$ cat src/rtl/i2s_serializer.sv
// Stereo I2S transmit serializer: 2-entry frame FIFO feeding a 2*BPS shift register,
// loaded on the frame strobe and shifted MSB-first on each BCLK falling-edge strobe.
module i2s_serializer #(
    parameter int unsigned BITS_PER_SAMPLE = 16,
    parameter int unsigned UNDERRUN_REPEAT = 0
) (
    input  logic                       i_clk,
    input  logic                       i_reset,
    input  logic                       i_i2s_data_load_strobe,
    input  logic                       i_i2s_data_shift_strobe,
    input  logic [BITS_PER_SAMPLE-1:0] i_sample_l,
    input  logic [BITS_PER_SAMPLE-1:0] i_sample_r,
    input  logic                       i_sample_valid,
    output logic                       o_sample_ready,
    input  logic                       i_mute,
    output logic                       o_i2s_data,
    output logic                       o_underrun,
    output logic [15:0]                o_underrun_count
);

    localparam int unsigned FrameW = 2 * BITS_PER_SAMPLE;
    localparam int unsigned CntW   = $clog2(FrameW + 1);

    logic [BITS_PER_SAMPLE-1:0] r_fifo_l [2];
    logic [BITS_PER_SAMPLE-1:0] r_fifo_r [2];
    logic                       r_wr_ptr;
    logic                       r_rd_ptr;
    logic [1:0]                 r_count;

    logic [FrameW-1:0]          r_shift_reg;
    logic [FrameW-1:0]          r_last_frame;
    logic [CntW-1:0]            r_bit_count;
    logic                       r_i2s_data;
    logic                       r_underrun;
    logic [15:0]                r_underrun_count;

    logic                       w_empty;
    logic                       w_push;
    logic                       w_pop;
    logic [FrameW-1:0]          w_head_frame;
    logic [FrameW-1:0]          w_shift_d;
    logic [CntW-1:0]            w_bit_count_d;

    // Ready depends only on the registered count, never on a same-cycle pop.
    assign o_sample_ready = (r_count != 2'd2);
    assign w_empty        = (r_count == 2'd0);
    assign w_push         = i_sample_valid && o_sample_ready;
    assign w_pop          = i_i2s_data_load_strobe && !w_empty;
    assign w_head_frame   = {r_fifo_l[r_rd_ptr], r_fifo_r[r_rd_ptr]};

    always_ff @(posedge i_clk or posedge i_reset) begin
        if (i_reset) begin
            for (int i = 0; i < 2; i++) begin
                r_fifo_l[i] <= '0;
                r_fifo_r[i] <= '0;
            end
            r_wr_ptr <= 1'b0;
            r_rd_ptr <= 1'b0;
            r_count  <= 2'd0;
        end else begin
            if (w_push) begin
                r_fifo_l[r_wr_ptr] <= i_sample_l;
                r_fifo_r[r_wr_ptr] <= i_sample_r;
                r_wr_ptr           <= ~r_wr_ptr;
            end
            if (w_pop) begin
                r_rd_ptr <= ~r_rd_ptr;
            end
            case ({w_push, w_pop})
                2'b10:   r_count <= r_count + 2'd1;
                2'b01:   r_count <= r_count - 2'd1;
                default: r_count <= r_count;
            endcase
        end
    end

    // Load has priority over shift; a coincident shift strobe is dropped.
    always_comb begin
        w_shift_d     = r_shift_reg;
        w_bit_count_d = r_bit_count;
        if (i_i2s_data_load_strobe) begin
            w_bit_count_d = '0;
            if (i_mute) begin
                w_shift_d = '0;
            end else if (!w_empty) begin
                w_shift_d = w_head_frame;
            end else if (UNDERRUN_REPEAT != 0) begin
                w_shift_d = r_last_frame;
            end else begin
                w_shift_d = '0;
            end
        end else if (i_i2s_data_shift_strobe) begin
            w_shift_d = {r_shift_reg[FrameW-2:0], 1'b0};
            if (r_bit_count != CntW'(FrameW)) begin
                w_bit_count_d = r_bit_count + CntW'(1);
            end
        end
    end

    always_ff @(posedge i_clk or posedge i_reset) begin
        if (i_reset) begin
            r_shift_reg      <= '0;
            r_last_frame     <= '0;
            r_bit_count      <= '0;
            r_i2s_data       <= 1'b0;
            r_underrun       <= 1'b0;
            r_underrun_count <= 16'd0;
        end else begin
            r_shift_reg <= w_shift_d;
            r_bit_count <= w_bit_count_d;
            r_i2s_data  <= w_shift_d[FrameW-1];
            r_underrun  <= i_i2s_data_load_strobe && w_empty;
            if (w_pop) begin
                r_last_frame <= w_head_frame;
            end
            if (i_i2s_data_load_strobe && w_empty && (r_underrun_count != 16'hFFFF)) begin
                r_underrun_count <= r_underrun_count + 16'd1;
            end
        end
    end

    assign o_i2s_data       = r_i2s_data;
    assign o_underrun       = r_underrun;
    assign o_underrun_count = r_underrun_count;

endmodule
$ cat config.mk
export PLATFORM = sky130hd
export DESIGN_NAME = i2s_serializer
export DESIGN_NICKNAME = d
export VERILOG_FILES = /design/src/rtl/i2s_serializer.sv
export SDC_FILE = /design/constraint.sdc
export NUM_CORES = 1
export LEC_CHECK = 0
export ABC_AREA = 0
export CORE_MARGIN = 1.5
export CORE_UTILIZATION = 54
export CTS_CLUSTER_SIZE = 30
export DETAILED_ROUTE_END_ITERATION = 8
export HOLD_SLACK_MARGIN = 0.1
export PLACE_DENSITY_LB_ADDON = 0.12
export SYNTH_ARGS = -nofsm -noshare
export SYNTH_HDL_FRONTEND = slang
export SYNTH_SLANG_ARGS = --single-unit
$ cat constraint.sdc
create_clock -name i_clk -period 8.4 [get_ports i_clk]
set_input_delay 1.68 -clock i_clk [delete_from_list [all_inputs] [get_ports i_clk]]
set_output_delay 1.68 -clock i_clk [all_outputs]
set_load 0.05 [all_outputs]
## Word-level counts from Yosys, hierarchy flattened

Index checks and enable logic that the tools add are counted.

| word-level totals | value |
|---|---|
| RAM bits | 0 |
| logic and storage cells | 49 |
| memories | 0 |
| bits of input ports | 38 |
| register bits after elaboration | 117 |
| latch bits | 0 |
| bits in read-only memories | 0 |
| output and inout bits | 19 |

| operators by class | value |
|---|---|
| order comparisons | 3 |
| multiply operators | 0 |
| add/subtract/negate cells | 3 |
| reduce and logical (&&, ||, !) cells | 9 |
| equal/unequal tests | 4 |
| bitwise operators | 4 |
| div/mod/pow operators | 0 |
| shift-type cells | 0 |
| muxes and demuxes | 15 |

Operators by type and width:

| cell | count |
|---|---|
| 32-bit two-way mux | 4 |
| 16-bit two-way mux | 7 |
| 32-bit bitwise mux | 2 |
| 16-bit by 1-bit adder with 16-bit output (second input constant) | 1 |
| 16-bit demux with 1-bit select | 1 |
| 16-bit != test (second input constant) | 1 |
| 1-bit logical AND | 5 |
| 2-bit greater-or-equal comparator (second input constant) | 2 |
| 1-bit inverter with 2-bit output | 2 |
| 2-bit one-hot mux with 2 select lines | 1 |
| 2-bit nonzero test | 2 |
| 2-bit by 1-bit adder with 2-bit output (second input constant) | 1 |
| 2-bit by 1-bit equality test with 1-bit output (second input constant) | 1 |
| 2-bit equality test (second input constant) | 1 |
| 2-bit logical NOT | 1 |
| 2-bit by 1-bit less-than comparator with 1-bit output (second input constant) | 1 |
| 2-bit != test (second input constant) | 1 |
| 1-bit inverter | 2 |
| 2-bit by 1-bit subtractor with 2-bit output (second input constant) | 1 |
| 1-bit logical NOT | 1 |

## Longest topological paths before layout

Gate-level depths: netlist (run 1).

| depth | value |
|---|---|
| word-level depth | 7 |
| depth in mapped cells | 7 |
| mapped depth without buffers | 6 |

## Worst setup path after synthesis (run 1)

Ideal clock, no wire load.

| path | value |
|---|---|
| kind | input -> register |
| from | input i_i2s_data_load_strobe |
| to | register r_underrun_count[11], in the netlist o_underrun_count[11] |
| path buffers | 2 |
| arrival time | 3.167 ns |
| cell stages on the path | 6 |
| required time | 8.318 ns |
| library setup time | 0.082 ns |
| setup slack | 5.151 ns |
| path through | buf_4 or3b_1 buf_2 or4_4 nor3_1 xor2_1 |

| between the ends | value |
|---|---|
| longest elaborated chain between the ends | 2 |

Ends and longest elaborated chain:

| what | line | source |
|---|---|---|
| start: declaration | 9 | `input logic i_i2s_data_load_strobe,` |
| 1-bit logical AND (2 in series) | 116 | `if (i_i2s_data_load_strobe && w_empty && (r_underrun_count != 16'hFFFF)) begin` |
| end signal: assignment | 117 | `r_underrun_count <= r_underrun_count + 16'd1;` |
| end: declaration | 35 | `logic [15:0] r_underrun_count;` |

Every way passes these cells.
A chain may end at the register's enable or synchronous reset.

## Worst setup path in the final report (run 1)

| path | value |
|---|---|
| from | register r_count[0] |
| to | output o_sample_ready |

| between the ends | value |
|---|---|
| longest elaborated chain between the ends | 1 |

Ends and longest elaborated chain:

| what | line | source |
|---|---|---|
| start: declaration | 28 | `logic [1:0] r_count;` |
| start signal: assignment | 70 | `2'b10: r_count <= r_count + 2'd1;` |
| start signal: assignment | 71 | `2'b01: r_count <= r_count - 2'd1;` |
| start signal: assignment | 72 | `default: r_count <= r_count;` |
| 2-bit != test | 45 | `assign o_sample_ready = (r_count != 2'd2);` |
| end: declaration | 14 | `output logic o_sample_ready,` |

Every way passes these cells.

==> results of run 1 <==
area by class of cell:
cell class,count,area [um^2],area share (%)
Sequential cell,117,2930,45.9
Multi-Input combinational cell,232,2040,31.9
Timing Repair Buffer,60,591,9.26
Clock buffer,22,473,7.41
Tap cell,129,161,2.53
Inverter,29,111,1.75
Clock inverter,9,77.6,1.22
power by group through the flow:
stage	Sequential [mW]	Combinational, mW	Clock (mW)
after floorplan	0.939	0.504	0
after global placement	0.951	0.640	0
after detailed placement	0.967	0.659	0
after CTS	0.960	0.664	0.666
after global routing	0.991	0.712	0.694
final	0.958	0.654	0.656
cell usage in the layout (no fill, tap or decap), types with 2 or more instances in the layout:
cell	count
buf_4	4
clkbuf_16	16
clkbuf_8	5
clkdlybuf4s50_1	56
clkinv_2	5
clkinvlp_4	3
dfrtp_1	116
ha_1	2
inv_1	28
mux2_2	65
mux2i_1	32
nand2_1	5
nand3_1	9
nand4_1	6
nor2_1	4
nor2b_1	6
nor3_1	6
o21a_1	33
o221ai_1	25
o22ai_1	7
or2_2	3
xnor2_1	11
xor2_1	7
synthesized netlist by cell type, types with 6 or more instances:
master / n
clkbuf_1: 21
dfrtp_1: 117
inv_1: 29
mux2_2: 65
mux2i_1: 32
nand3_1: 9
nand4_1: 6
nor2b_1: 6
nor3_1: 6
o21a_1: 33
o221ai_1: 25
o22ai_1: 7
xnor2_1: 11
xor2_1: 7
stage by stage:
step	hold slack (ns)	power (mW)	util, %	instances	cell area, um^2
floorplan	0.464	1.44	-	403	5170
global placement	0.473	1.59	63.1	567	5830
detailed placement	0.480	1.63	63.1	567	5830
CTS	0.491	2.29	69.0	598	6380
global route	0.504	2.40	69.0	598	6380
finish	0.486	2.27	69.0	598	6380
worst max-delay path: cells and delay by family, from the launching register on:
kind          cells  cell delay [ns]
simple gates      1             0.18
buf+inv           1             0.82
flops             1             0.42
kinds of logic (layout without fill, tap and decap cells):
family	Yosys count	after routing
DFF	117	117
and+or+nand+nor	48	48
adders and majority gates	2	2
muxes	97	97
AOI/OAI and AO/OA	67	67
xor gates and xnor gates	18	18
buffers and inverters	54	120
path summary, 6_finish.rpt:
check,from,to,slack (ns),cells after the start
worst min-delay path,r_shift_reg[11],r_shift_reg[11],0.49,1
worst max-delay path,r_count[0],o_sample_ready,4.80,2
worst max register to register,o_underrun_count[0],o_underrun_count[1],6.22,4
worst min register to register,r_shift_reg[11],r_shift_reg[11],0.49,1
min in group asynchronous,i_reset,r_fifo_r[7],1.67,2
max in group asynchronous,i_reset,r_rd_ptr,5.45,3
routing by layer:
layer  vias up  global-route usage [%]  wire (um)
met2        53                    34.7       4810
met5         -                       0          0
met1      1693                    28.4       4620
met3        10                    5.89        336
li1       1564                       -          -
met4         0                    7.15        104
==> impl_summary.md, run 1 <==
Yosys
The synthesis warning total is 0. The multiplexer share of the synthesized area is 20.4%. The area share of fa/ha/maj cells after synthesis is less than 1%. The part of the Yosys area used for sequential elements is between 50% and 60%. Counting every instance in the synthesized netlist gives 403. In the post-synthesis netlist, the biggest area contributors are dfrtp_1 (57%), mux2_2 (14%), mux2i_1 (6.2%).

The cell taking the most area after synthesis is dfrtp_1. The dominant combinational cell family by area after synthesis is multiplexers. In this run, distinct cell masters in the synthesized netlist total 31. The count of flip-flops with a built-in enable after synthesis is 0. The net count of the mapped netlist is 443.

Summing every instance area after synthesis gives 0.00517 mm^2. Of the total synthesized cell area, the portion taken by AND, OR, NAND and NOR gates is 5.30%. The predominant post-synthesis flop cell is dfrtp_1. Summing the areas of all xor and xnor instances in the mapped netlist gives 3.05% of the synthesized area. The share of the synthesized area in the top cell type is ~57%. Summing the areas of all compound-gate instances in the mapped netlist gives 10.1% of the synthesized area.

The share of synthesized registers carrying an async set or reset is 100%. The mean area per synthesized cell is 12.8 um^2. In this run, synthesis produced a sequential element count of 117.

Final layout
The number of nets in the finished design is 497. The number of antenna repair diodes is 0. Compared with the post-synthesis result, the final layout area differs by 23.4%. The final-layout fill cell count is 680. Cells with a size suffix above 1 make up about 23% of the layout.

STA
The shortest clock period the worst path allows after layout is 3.60 ns. The maximum achievable frequency is roughly 280 MHz. The count of final hold-check violations is 0.

Setup repair after global routing left no endpoint under its margin. Setup violations remaining at the end of the flow were counted as 0. The worst max-slew margin expressed relative to the limit is 30.4%. The actual transition at the worst max-transition pin is 1.04 ns. The number of slew-limit violations in the final report is 0. The total negative slack for setup checks is 0 ns.

The final critical-path setup slack is 4.80 ns. The share of the clock period used by the worst path is 42.8%. The final clock skew is 0.00686 ns.

Worst setup path
The slowest stage of the critical path belongs to the cell clkdlybuf4s50_1. The startpoint-to-endpoint class of the critical path is flop to output port. The signal on the critical path passes through nand2b_1, clkdlybuf4s50_1.

The worst setup path is launched from a flop. The endpoint type of the worst setup path is an output port. The worst path required time is 6.72 ns.

The largest single stage delay on the critical path is 0.82 ns. The worst path arrival time is 1.92 ns. The maximum fanout along the worst path is 5.

Floorplanning
The count of pins on the block boundary is 57. The die covers 0.0102 mm^2. The die span in x is 101 um. The core region is 0.00924 mm^2. The vertical die dimension is between 100 and 150 um.

The site row count is 35. The initial utilization of the core area, before any placement, comes to 55.9%.

Clock network
Post-CTS timing repair inserted 0 buffers for setup. The later-pin clock latency in the skew report is 0.50 ns. The clock tree synthesis step divided the H-tree into 4 levels. Counting every sink on the clock net gives 117. TritonCTS built the clock tree. In this run, post-CTS repair resized a total of 0 instances. The buffer type at the clock tree root is clkbuf_8.

For this design, the CTS-stage hold fixing added 0 buffers. After clock tree synthesis, the clock-pin slew on the worst setup and hold paths is ~0.050 ns. Clock tree synthesis inserted a total of 17 buffers. The maximum root-to-sink buffer count is 2.

Hold path
The path class of the tightest hold or removal check is flop to flop.

Pwr
Registers are responsible for between 40% and 50% of the overall power. The worst-case IR drop observed on VDD is roughly 0.25 mV. Net switching is 30.7% of the power.

In this run, the combinational gates consume 28.8% of the power. Cell internal power was estimated by the tool at 1.57 mW. The switching component of the power is 0.696 mW. Of the total power, the clock network draws 28.9%. The static power due to leakage is 2.75 nW. The power density normalized to cell area is 356 mW/mm^2.

Global route
The first global-routing pass estimated between 15 and 20 mm of wire. The initial antenna violation count is 0. The number of global-route vias before repair was between 3000 and 4000.

The overflow left after global routing is 0. Entering global routing, the biggest net connects 60 pins. Global routing used 21.5% of the available tracks.

Detailed routing
The number of routed nets with antenna violations is 0. The initial detailed-routing violation count is 110. Across all layers, the routed design uses 3320 vias. Dividing the detail-routed wire length by the instance count gives 16.5 um.

The post-detailed-routing wire length is 9.87 mm. After detailed routing, the number of remaining DRC violations is 0. The first TritonRoute pass finished after 4 iterations. The via density per instance is 5.55.

Placement
The HPWL after detailed placement is 5.92 mm. At the end of routability-driven placement, the weighted congestion stood at 0.781. At the placement stage, the worst setup path has a slack of 4.30 ns.

The count of buffers added on input and output ports is 56.

Run
The max capacitance violation total is 0.

Run status
The run finished with clean final reports.
Note: power is estimated with default switching activity, not from simulation.
==> inputs of run 2 (changes only) <==
--- a/config.mk
+++ b/config.mk
@@ -7,7 +7,7 @@
 export LEC_CHECK = 0
 export ABC_AREA = 0
 export CORE_MARGIN = 1.5
-export CORE_UTILIZATION = 54
+export CORE_UTILIZATION = 51
 export CTS_CLUSTER_SIZE = 30
 export DETAILED_ROUTE_END_ITERATION = 8
 export HOLD_SLACK_MARGIN = 0.1
==> constraint.sdc (replaced) <==
create_clock -name i_clk -period 2.89 [get_ports i_clk]
set_input_delay 0.578 -clock i_clk [delete_from_list [all_inputs] [get_ports i_clk]]
set_output_delay 0.578 -clock i_clk [all_outputs]
set_load 0.05 [all_outputs]
==> run 2 against run 1 <==
Compared with the run above: final area up 0.88%; combinational power grew to 3.0 times the previous value; worst setup slack got worse by 4.4 ns; first-iteration DRC count down 5.5%; final cell count is 1.3% higher; sequential share of layout area shrank 0.40 points; clock-buffer cell count grew 2; clock skew is 0.00069 ns higher; clock power grew to 2.8 times the previous value; global-route usage is 1.7 points lower; largest cell class unchanged; largest power group unchanged.
==> impl_summary.md, run 2 (synthesis results as in run 1) <==
Global route
The number of global-route vias before repair came to between 3000 and 4000. The initial antenna violation count is 0. The overflow left after global routing is 0. The wire length of the first global-routing pass is 16.9 mm. The total global routing track utilization is 19.8%. The largest net degree at the start of global routing is 51.

Worst setup path
For the worst setup path, the data arrival time is 1.92 ns. The critical path is of the flop to output port type. In this design, the stage delay of the slowest critical-path cell is 0.81 ns. STA classifies the critical path endpoint as an output port. The worst register-to-register path has a depth of 4.

The worst path required time is 2.31 ns. The slowest stage of the critical path is the clkdlybuf4s50_1 cell. The maximum fanout along the worst path is 5. The worst setup path is launched from a flop. Walking the worst path, the cells encountered are nand2b_1, clkdlybuf4s50_1.

Final layout
The number of standard cells in the final layout excluding fillers is 606. In the layout the commonest cells are dfrtp_1 (116), mux2_2 (65), clkdlybuf4s50_1 (56), o21a_1 (33), mux2i_1 (32). The number of antenna repair diodes is 0. Fill cells in the final layout number 792.

The area growth from synthesis to final layout is 24.5%. The most common cell after layout, fill and taps aside is dfrtp_1. In the final design database the tool counted 503 nets. Of the cells placed in the final design, the portion with a size suffix greater than 1 is 23.0%.

STA
Of the available clock period, the critical path in the final layout requires 86.4%. Between clock sinks in the finished design, the worst skew comes to 0.00755 ns. Setup violations remaining at the end of the flow were counted as 0. The number of slew-limit violations in the final report came to 0.

The routed design could run at a clock period as short as between 2 and 2.5 ns. In this run the tightest slew margin relative to its limit is 44.3%. Setup repair after global routing left no endpoint under its margin. At the pin with the least slew margin, the transition time is 0.825 ns. Across all hold checks on the routed design, the worst slack comes to 0.489 ns.

The count of final hold-check violations is 0. The total negative slack for setup checks is 0 ns. Derived from the worst setup path, the maximum achievable clock frequency is 401 MHz.

Pwr
The worst vdd rail ir drop is between 0.6 and 0.7 mV. Summed over all cells, the static leakage comes to 2.78 nW. The power density normalized to cell area is 1020 mW/mm^2.

Hold path
Along the worst hold path, the cell count comes to 1. The worst hold path belongs to the class flop to flop.

Floorplanning
The floorplan step defined a die boundary enclosing 0.0107 mm^2. The core region area is a little under 0.01 mm^2. The vertical die dimension is 104 um. The site row count is 36.

The die span in x is 104 um. Once the floorplan was initialized, standard cells occupied 52.6% of the core. In this run the count of I/O pins placed on the die edge is 57.

Placement
The count of buffers added on input and output ports is 56. The congestion estimate from routability-driven global placement came to ~0.82. Detailed placement finished with a half-perimeter wire length of 6.31 mm. After detailed placement, the design holds a cell count of between 500 and 600.

Detailed routing
The initial detailed-routing violation count is approximately 100. The first TritonRoute pass finished after 4 iterations. The post-detailed-routing wire length is between 9 and 10 mm.

The number of routed nets with antenna violations is 0. The final routed wire length divided by cell count is roughly 16 um. The via density per instance is 5.42. The remaining design rule violation count is 0. The routed layout has between 3000 and 4000 vias.

Clock network
The H-tree generated during clock tree synthesis spans 4 levels. Clock-pin slew was measured on the worst setup and hold paths at 0.05 ns. Clock tree synthesis inserted a total of 17 buffers. Clock tree synthesis selected as its root buffer the cell clkbuf_8.

TritonCTS built the clock tree. The maximum root-to-sink buffer count is 2. The number of gates given a new drive strength after cts is 0. Buffers inserted to repair hold after CTS numbered 0. The clock drives 117 sinks.

In this run the post-CTS setup repair buffer count came out at 0. The later-pin clock latency in the skew report is 0.50 ns.

Run
The tool flagged a number of max-cap violations equal to 0.

Run status
The run finished with clean final reports.
run 2: layer usage:
metal | global-route usage (%) | wire length, um
met3 | 6.67 | 324
met4 | 4.76 | 57
met5 | 0 | 0
met1 | 26.0 | 4610
met2 | 32.0 | 4820
run 2: worst max-delay path: cells and delay by family (launching register included):
kind | cells | cell delay (ns)
AND/OR/NAND/NOR | 1 | 0.17
buffers and inverters | 1 | 0.81
flip-flops | 1 | 0.43
run 2: final timing paths:
path	to	slack [ns]	startpoint
worst max-delay path	o_sample_ready	0.39	r_count[0]
worst min-delay path	r_shift_reg[16]	0.49	r_shift_reg[16]
worst max register to register	o_underrun_count[1]	0.71	o_underrun_count[0]
worst min register to register	r_shift_reg[16]	0.49	r_shift_reg[16]
max in group asynchronous	r_fifo_l[0]	1.71	i_reset
min in group asynchronous	r_fifo_r[18]	0.52	i_reset
run 2: through the flow:
stage          power, mW  util, %  cell area [um^2]  worst slack [ns]
6_report            6.57     65.5              6430             0.394
2_1_floorplan       4.19        -              5170             0.606
3_5_place_dp        4.76     60.1              5900             0.144
4_1_cts             6.65     65.5              6430             0.366
3_3_place_gp        4.67     60.1              5900             0.202
5_1_grt             6.97     65.5              6430             0.296
run 2: area by class of cell:
class / instances / area (um^2) / share of cell area, %
well taps: 133 / 166 / 2.59
clock inverters: 5 / 50.0 / 0.778
multi-input cells: 232 / 2040 / 31.6
flip-flops and latches: 117 / 2930 / 45.5
inverters: 29 / 113 / 1.75
repair buffers: 66 / 661 / 10.3
clock buffers: 24 / 480 / 7.47
run 2: where the power goes:
group          total (mW)  switching (mW)  internal, mW
Sequential           2.73           0.427          2.30
Clock                1.85           0.645          1.21
Combinational        1.99           0.917          1.07
==> inputs of run 3 (changes only) <==
--- a/config.mk
+++ b/config.mk
@@ -6,6 +6,7 @@
 export NUM_CORES = 1
 export LEC_CHECK = 0
 export ABC_AREA = 0
+export CAP_MARGIN = 10
 export CORE_MARGIN = 1.5
 export CORE_UTILIZATION = 51
 export CTS_CLUSTER_SIZE = 30
==> results of run 3 <==
The final DEF is identical to that of run 2; final timing and power are the same.
